## src/rtl/bubble_pkg.sv

```systemverilog
// Shared definitions for the BUBBLE core: opcode map, sequencer state encoding
// and opcode-class helpers.
package bubble_pkg;

    localparam logic [5:0] OP_LOAD         = 6'd12;
    localparam logic [5:0] OP_STORE        = 6'd13;
    localparam logic [5:0] OP_BR_LO        = 6'd14;
    localparam logic [5:0] OP_BR_HI        = 6'd19;
    localparam logic [5:0] OP_J            = 6'd20;
    localparam logic [5:0] OP_JR           = 6'd21;
    localparam logic [5:0] OP_JAL          = 6'd22;
    localparam logic [5:0] HALT_OP_DEFAULT = 6'h3F;

    typedef enum logic [2:0] {
        ST_IDLE    = 3'd0,
        ST_FETCH   = 3'd1,
        ST_DECODE  = 3'd2,
        ST_EXECUTE = 3'd3,
        ST_MEM     = 3'd4,
        ST_WB      = 3'd5,
        ST_HALT    = 3'd6
    } state_t;

    function automatic logic is_cond_branch(input logic [5:0] op);
        return (op >= OP_BR_LO) && (op <= OP_BR_HI);
    endfunction

    function automatic logic is_jump(input logic [5:0] op);
        return (op >= OP_J) && (op <= OP_JAL);
    endfunction

    function automatic logic is_mem_op(input logic [5:0] op);
        return (op == OP_LOAD) || (op == OP_STORE);
    endfunction

endpackage

```

## src/rtl/bubble_pc_unit.sv

```systemverilog
// Next-PC selection: unconditional jumps, alu_cond-qualified branches, or
// sequential increment wrapping modulo 2^PC_W.
module bubble_pc_unit
    import bubble_pkg::*;
#(
    parameter int PC_W = 10
) (
    input  logic [PC_W-1:0] pc,
    input  logic [5:0]      opcode,
    input  logic            alu_cond,
    input  logic [PC_W-1:0] target,
    output logic [PC_W-1:0] pc_next
);

    localparam logic [PC_W-1:0] PC_ONE = {{(PC_W-1){1'b0}}, 1'b1};

    logic [PC_W-1:0] pc_inc;

    assign pc_inc = pc + PC_ONE;

    always_comb begin
        pc_next = pc_inc;
        if (is_jump(opcode)) begin
            pc_next = target;
        end else if (is_cond_branch(opcode) && alu_cond) begin
            pc_next = target;
        end
    end

endmodule

```

## src/rtl/bubble_sequencer.sv

```systemverilog
// Multi-cycle FETCH/DECODE/EXECUTE/MEM/WB sequencer for the BUBBLE core. Owns
// PC and IR; turns the decoder's level write enables into single-cycle strobes.
module bubble_sequencer
    import bubble_pkg::*;
#(
    parameter int              PC_W     = 10,
    parameter logic [PC_W-1:0] RESET_PC = '0,
    parameter logic [5:0]      HALT_OP  = HALT_OP_DEFAULT
) (
    input  logic            clk,
    input  logic            rst_n,
    input  logic            start,
    output logic            imem_req,
    output logic [PC_W-1:0] imem_addr,
    input  logic            imem_ack,
    input  logic [31:0]     imem_rdata,
    output logic [31:0]     ir,
    input  logic            dec_branch,
    input  logic            dec_we,
    input  logic            dec_dmem_we,
    input  logic [31:0]     dec_offset,
    input  logic            alu_cond,
    output logic            dmem_req,
    input  logic            dmem_ack,
    output logic            dmem_we,
    output logic            reg_we,
    output logic [PC_W-1:0] pc,
    output logic            busy,
    output logic            halted
);

    state_t          state_reg;
    state_t          state_next;
    logic [PC_W-1:0] pc_reg;
    logic [PC_W-1:0] pc_next;
    logic [31:0]     ir_reg;
    logic [5:0]      opcode;

    // Branch class and store-ness are taken from the IR opcode itself, so the
    // decoder's duplicate class flags are not needed here.
    logic unused_dec;
    assign unused_dec = ^{dec_branch, dec_dmem_we, dec_offset[31:PC_W]};

    assign opcode = ir_reg[31:26];

    bubble_pc_unit #(
        .PC_W (PC_W)
    ) u_pc_unit (
        .pc       (pc_reg),
        .opcode   (opcode),
        .alu_cond (alu_cond),
        .target   (dec_offset[PC_W-1:0]),
        .pc_next  (pc_next)
    );

    always_ff @(posedge clk or negedge rst_n) begin
        if (!rst_n) begin
            state_reg <= ST_IDLE;
            pc_reg    <= RESET_PC;
            ir_reg    <= '0;
        end else begin
            state_reg <= state_next;
            if (state_reg == ST_FETCH && imem_ack) begin
                ir_reg <= imem_rdata;
            end
            if (state_reg == ST_EXECUTE) begin
                pc_reg <= pc_next;
            end
        end
    end

    always_comb begin
        state_next = state_reg;
        imem_req   = 1'b0;
        dmem_req   = 1'b0;
        dmem_we    = 1'b0;
        reg_we     = 1'b0;
        busy       = 1'b1;
        halted     = 1'b0;
        case (state_reg)
            ST_IDLE: begin
                busy = 1'b0;
                if (start) begin
                    state_next = ST_FETCH;
                end
            end
            ST_FETCH: begin
                imem_req = 1'b1;
                if (imem_ack) begin
                    state_next = ST_DECODE;
                end
            end
            ST_DECODE: begin
                state_next = (opcode == HALT_OP) ? ST_HALT : ST_EXECUTE;
            end
            ST_EXECUTE: begin
                if (is_mem_op(opcode)) begin
                    state_next = ST_MEM;
                end else if (!is_cond_branch(opcode) && dec_we) begin
                    state_next = ST_WB;
                end else begin
                    state_next = ST_FETCH;
                end
            end
            ST_MEM: begin
                dmem_req = 1'b1;
                dmem_we  = (opcode == OP_STORE);
                if (dmem_ack) begin
                    state_next = (opcode == OP_LOAD) ? ST_WB : ST_FETCH;
                end
            end
            ST_WB: begin
                reg_we     = 1'b1;
                state_next = ST_FETCH;
            end
            ST_HALT: begin
                busy   = 1'b0;
                halted = 1'b1;
            end
            default: begin
                busy       = 1'b0;
                state_next = ST_IDLE;
            end
        endcase
    end

    assign imem_addr = pc_reg;
    assign pc        = pc_reg;
    assign ir        = ir_reg;

endmodule
```

## config.mk

```make
export PLATFORM = sky130hd
export DESIGN_NAME = bubble_sequencer
export DESIGN_NICKNAME = d
export VERILOG_FILES = /design/src/rtl/bubble_pkg.sv /design/src/rtl/bubble_pc_unit.sv /design/src/rtl/bubble_sequencer.sv
export SDC_FILE = /design/constraint.sdc
export NUM_CORES = 1
export LEC_CHECK = 0
export ABC_AREA = 1
export ABC_CLOCK_PERIOD_IN_PS = 2400
export CAP_MARGIN = 25
export CORE_AREA = 4 4 78 87
export DETAILED_ROUTE_END_ITERATION = 10
export DIE_AREA = 0 0 82 91
export PLACE_DENSITY = 0.84
export SLEW_MARGIN = 20
export SYNTH_ARGS = -nofsm -noshare
export SYNTH_HDL_FRONTEND = slang
export SYNTH_SLANG_ARGS = --single-unit
```

## constraint.sdc

```tcl
create_clock -name clk -period 2.4 [get_ports clk]
set_clock_uncertainty 0.1 [all_clocks]
set_input_delay 0.48 -clock clk [delete_from_list [all_inputs] [get_ports clk]]
set_output_delay 0.48 -clock clk [all_outputs]
set_load 0.005 [all_outputs]
```

### Word level (Yosys, flattened, before mapping)

Cells that the tools add are included.

* bits in registers: 45
* bits of input ports: 73
* output and inout port bits: 58
* logic and storage cells: 47

* add/sub/neg operators: 1
* order comparisons: 4
* eq/ne operators: 12
* muxes and demuxes: 16
* bitwise gates (word level): 1
* reduce and logical (&&, ||, !) cells: 10

Operators by type and width (count)
* $mux W3: 7
* $pmux W3 S7: 1
* $mux W10: 2
* $eq A6 B4 Y1 const B: 2
* $le A6 B5 Y1 const B: 2
* $add A10 B1 Y10 const B: 1
* $eq A3 B3 Y1 const B: 3
* $eq A3 B2 Y1 const B: 2
* $eq A6 B6 Y1 const B: 1
* $ge A6 B4 Y1 const B: 1
* $ge A6 B5 Y1 const B: 1
* $mux W1: 6
* $ne A2 B2 Y1 const B: 3
* $logic_and A1 B1 Y1: 5
* $reduce_or A5 Y1: 1
* $reduce_and A4 Y1: 1
* $eq A3 B1 Y1 const B: 1
* $logic_not A3 Y1: 1
* $logic_not A1 Y1: 1
* $logic_or A1 B1 Y1: 1
* $not A1 Y1: 1

### Longest topological paths before layout

* depth after elaboration: 7
* mapped depth: 10
* mapped depth without buffers: 10

### By module

Synthesis repeated with hierarchy kept, for this count alone.

* cells, all modules: 269
* area total of the unflattened synthesis: 2529.9 um^2

Modules (own cells, without submodules)
* bubble_sequencer: instances 1, cells an instance 182, area an instance 2057.0 um^2
* bubble_pc_unit: instances 1, cells an instance 87, area an instance 473.0 um^2

### Worst setup path before layout

OpenSTA, ideal clock, no wires.

* path kind: flip-flop to output port
* from: register ir_reg[30], in the netlist ir[30]
* to: output port dmem_we
* arrival time: 1.020 ns
* required time: 1.820 ns
* setup slack: 0.800 ns
* stages on the path, launching flop included: 6
* cell sequence: dfrtp_1 -> nor2_1 -> inv_1 -> nor2_1 -> nand2_1 -> nor4_1

* cells in the longest elaborated chain, start to end: 2

Ends and longest elaborated chain
* from (decl): RTL line bubble_sequencer.sv:36 `logic [31:0] ir_reg;`
* from (signal assigned): RTL line bubble_sequencer.sv:64 `ir_reg <= imem_rdata;`
* $eq A6 B4 Y1: RTL line bubble_sequencer.sv:107 `dmem_we = (opcode == OP_STORE);`
* $mux W1: RTL line bubble_sequencer.sv:80 `case (state_reg)`
* to (decl): RTL line bubble_sequencer.sv:25 `output logic dmem_we,`

No other way between the ends.

### Final worst setup path

* from: register state_reg[1]
* to: output port dmem_req

* cells in the longest elaborated chain, start to end: 2

Ends and longest elaborated chain
* from (decl): RTL line bubble_sequencer.sv:32 `state_t state_reg;`
* from (signal assigned): RTL line bubble_sequencer.sv:62 `state_reg <= state_next;`
* $eq A3 B3 Y1: RTL line bubble_sequencer.sv:80
* $mux W1: RTL line bubble_sequencer.sv:80
* to (decl): RTL line bubble_sequencer.sv:23 `output logic dmem_req,`

No other way between the ends.

==> impl_metrics.sql <==
INSERT INTO impl_metrics (metric_group, metric, value, unit) VALUES
('outcome', 'status', 'complete, no violations', ''),
('finish', 'antenna-diode-count', '0', ''),
('sta', 'setup_tns', '0', 'ps'),
('synthesis', 'synth-seq-cells', '45', ''),
('synthesis', 'yosysWarnings', '0', ''),
('synthesis', 'syn-num-nets', '347', ''),
('placed_design', 'dp_worst_setup_slack', '199.4', 'ps'),
('route', 'detailedRoute.firstIterationViolations', '96', ''),
('global_route', 'grt_start_max_net_pins', '46', ''),
('clock_network', 'cts.repair_timing.setup_buffer_count', '0', ''),
('synthesis', 'synth_area_leaders', 'sky130_fd_sc_hd__dfrtp_1 (46%), sky130_fd_sc_hd__mux2_4 (13%), sky130_fd_sc_hd__nand2_1 (11%)', ''),
('global_route', 'global_route.overflow_total', '0', ''),
('sta', 'worstMarginPinSlew', '578.0', 'ps'),
('floorplan', 'top_level_ports', '131', ''),
('synthesis', 'synthMostInstantiatedCell', 'sky130_fd_sc_hd__nand2_1', ''),
('finish', 'multi_input_comb_area', '1076', 'sq um'),
('synthesis', 'ys_async_sr_fraction', '100.0', '%'),
('synthesis', 'syn_area_per_cell', '9.015', 'sq um'),
('floorplan', 'die-area', '7462', 'sq um'),
('synthesis', 'post_synth_num_cell_types', '25', ''),
('clock_network', 'clk_pin_slew_worst_paths', '80', 'ps'),
('synthesis', 'synthDominantAreaCellType', 'sky130_fd_sc_hd__dfrtp_1', ''),
('sta', 'max_freq', '443.3', 'MHz'),
('sta', 'grt_setup_unrepaired', 'false', ''),
('floorplan', 'dieHeight', '91', 'microns'),
('sta', 'final.min_clock_period', '2256', 'ps'),
('sta', 'report.final.hold_viol_count', '0', ''),
('worst_setup_path', 'worstReg2RegEnd', 'imem_addr[9]', ''),
('floorplan', 'starting_density_of_the_core', '42.39', '%'),
('worst_setup_path', 'reg2regPathDepth', '8', ''),
('sta', 'slew_hr', '61.46', '%'),
('synthesis', 'synth_top_area_share', '45.75', '%'),
('clock_network', 'cts.htree.levels', '2', ''),
('clock_network', 'ctsRootBufferMaster', 'sky130_fd_sc_hd__clkbuf_8', ''),
('synthesis', 'synth_sequential_area_ratio', '45.75', '%'),
('job', 'drv.max_cap_violation_count', '0', ''),
('floorplan', 'placementRows', '29', ''),
('clock_network', 'clock-sinks', '45', ''),
('clock_network', 'postCtsHoldBufs', '0', ''),
('global_route', 'number_of_global_route_vias_before_repair', '2201', ''),
('worst_setup_path', 'critical_path_peak_fanout', '5', ''),
('sta', 'period_share', '94.00', '%'),
('global_route', 'antenna_violations_before_repair', '0', ''),
('worst_setup_path', 'worstSetupStartpoint', 'state_reg[1]', ''),
('clock_network', 'cts_tree', 'yes', ''),
('placed_design', 'detailedPlacementHpwl', '4.655', 'mm'),
('worst_setup_path', 'timing.critical_path.required', '1820', 'ps'),
('synthesis', 'synth_commonest_cells', 'sky130_fd_sc_hd__nand2_1 (73), sky130_fd_sc_hd__dfrtp_1 (45), sky130_fd_sc_hd__inv_1 (36)', ''),
('worst_setup_path', 'worstSetupPathType', 'reg2out', ''),
('route', 'drc', '0', ''),
('synthesis', 'syn-instance-count', '273', ''),
('global_route', 'grt_most_used_layer', 'met2', ''),
('route', 'detail_route.wl_per_cell', '13.51', 'microns'),
('worst_setup_path', 'end_kind', 'primary output', ''),
('global_route', 'first_pass_grt_wire_length', '10.07', 'mm'),
('finish', 'area.sequential', '1126', 'sq um'),
('sta', 'least_setup_slack_across_all_paths_after_layout', '144.0', 'ps'),
('pwr', 'p_leak', '0.001751', 'uW'),
('clock_network', 'tritoncts.num_buffers', '5', ''),
('finish', 'final_net_count', '447', ''),
('worst_setup_path', 'worstSetupStartpointType', 'flop', ''),
('synthesis', 'synth-edff-count', '0', ''),
('clock_network', 'worstSkewPairLatency', '290', 'ps'),
('worst_setup_path', 'r2r-start', 'ir[30]', ''),
('global_route', 'grt_util_all_layers', '17.30', '%'),
('synthesis', 'netlist_area', '2461', 'sq um'),
('global_route', 'use_met3', '8.119', '%'),
('finish', 'filler_cell_count', '499', ''),
('floorplan', 'design.core.area', '5806', 'sq um'),
('synthesis', 'ys.flop_type', 'sky130_fd_sc_hd__dfrtp_1', ''),
('route', 'num_vias', '2125', '');
[layout by cell type, fill, tap and decap left out, drive strengths merged]
cell and instances:
nor4 1, ha 1, mux2 28, nand3 27
nor2 21, nand4 2, o21ai 6, xnor2 1
a21oi 6, nand3b 2, nand2 74, clkbuf 7
xor2 2, buf 4, clkdlybuf4s50 104, dfrtp 45
o21a 1, inv 37, o21bai 1, nor3 2
dlygate4sd2 1
[worst min path at each step]
stage                    to  slack [ps]  depth (start not counted)
2_1_floorplan  imem_addr[0]          80                          0
3_3_place_gp          ir[1]         390                          1
6_report             ir[24]         160                          2
5_1_grt               ir[0]         210                          2
3_5_place_dp         ir[17]         390                          1
4_1_cts              ir[18]         170                          2
[through the flow]
stage / total power, uW / utilization (%) / instance area (sq um) / hold slack [ps] / std cells
2_1_floorplan: 2853 / - / 2461 / 84.41 / 273
3_3_place_gp: 3930 / 60.47 / 3511 / 387.1 / 443
3_5_place_dp: 4023 / 60.47 / 3511 / 392.5 / 443
4_1_cts: 4523 / 61.94 / 3596 / 175.0 / 450
5_1_grt: 4840 / 62.03 / 3601 / 207.9 / 450
6_report: 4476 / 62.03 / 3601 / 162.2 / 450
[power by group]
group          internal, uW  total [uW]  switching [uW]
combinational          1510        2460             950
clock                   229         475             247
sequential             1140        1540             396
total                  2880        4480            1590
[logic make-up after synthesis]
| family | after synthesis | share of synthesized area, % |
|---|---|---|
| AND/OR/NAND/NOR | 129 | 22.73 |
| buffers and inverters | 53 | 10.73 |
| flip-flops | 45 | 45.75 |
| multiplexers | 28 | 16.17 |
| AO/OA/AOI/OAI | 14 | 3.051 |
| XOR/XNOR | 3 | 1.068 |
| adder cells (fa/ha/maj) | 1 | 0.5083 |
[critical path, stage by stage (launching register included)]
cell	delay, ps
sky130_fd_sc_hd__dfrtp_1	450
sky130_fd_sc_hd__inv_1	110
sky130_fd_sc_hd__nand2_1	120
sky130_fd_sc_hd__nor2_2	160
sky130_fd_sc_hd__clkdlybuf4s50_1	530
[final cells by class]
type,count,area share [%]
tap,77,2.675
clock buffer,7,2.398
multi-input combinational,175,29.88
timing repair buffer,109,29.92
sequential,45,31.27
inverter,37,3.857
[per-layer routing]
layer | wire (microns) | up-vias
met5 | 0 | -
met1 | 2324 | 995
met2 | 3049 | 74
met4 | 68 | 0
li1 | - | 1049
met3 | 637 | 7
[repair_timing]
item	CTS	global route
endpoints found under the setup margin	1	2
endpoints found under the hold margin	0	0
gates cloned	0	0
gates resized for setup	1	2
No activity file was read; power rests on OpenSTA's default activity.
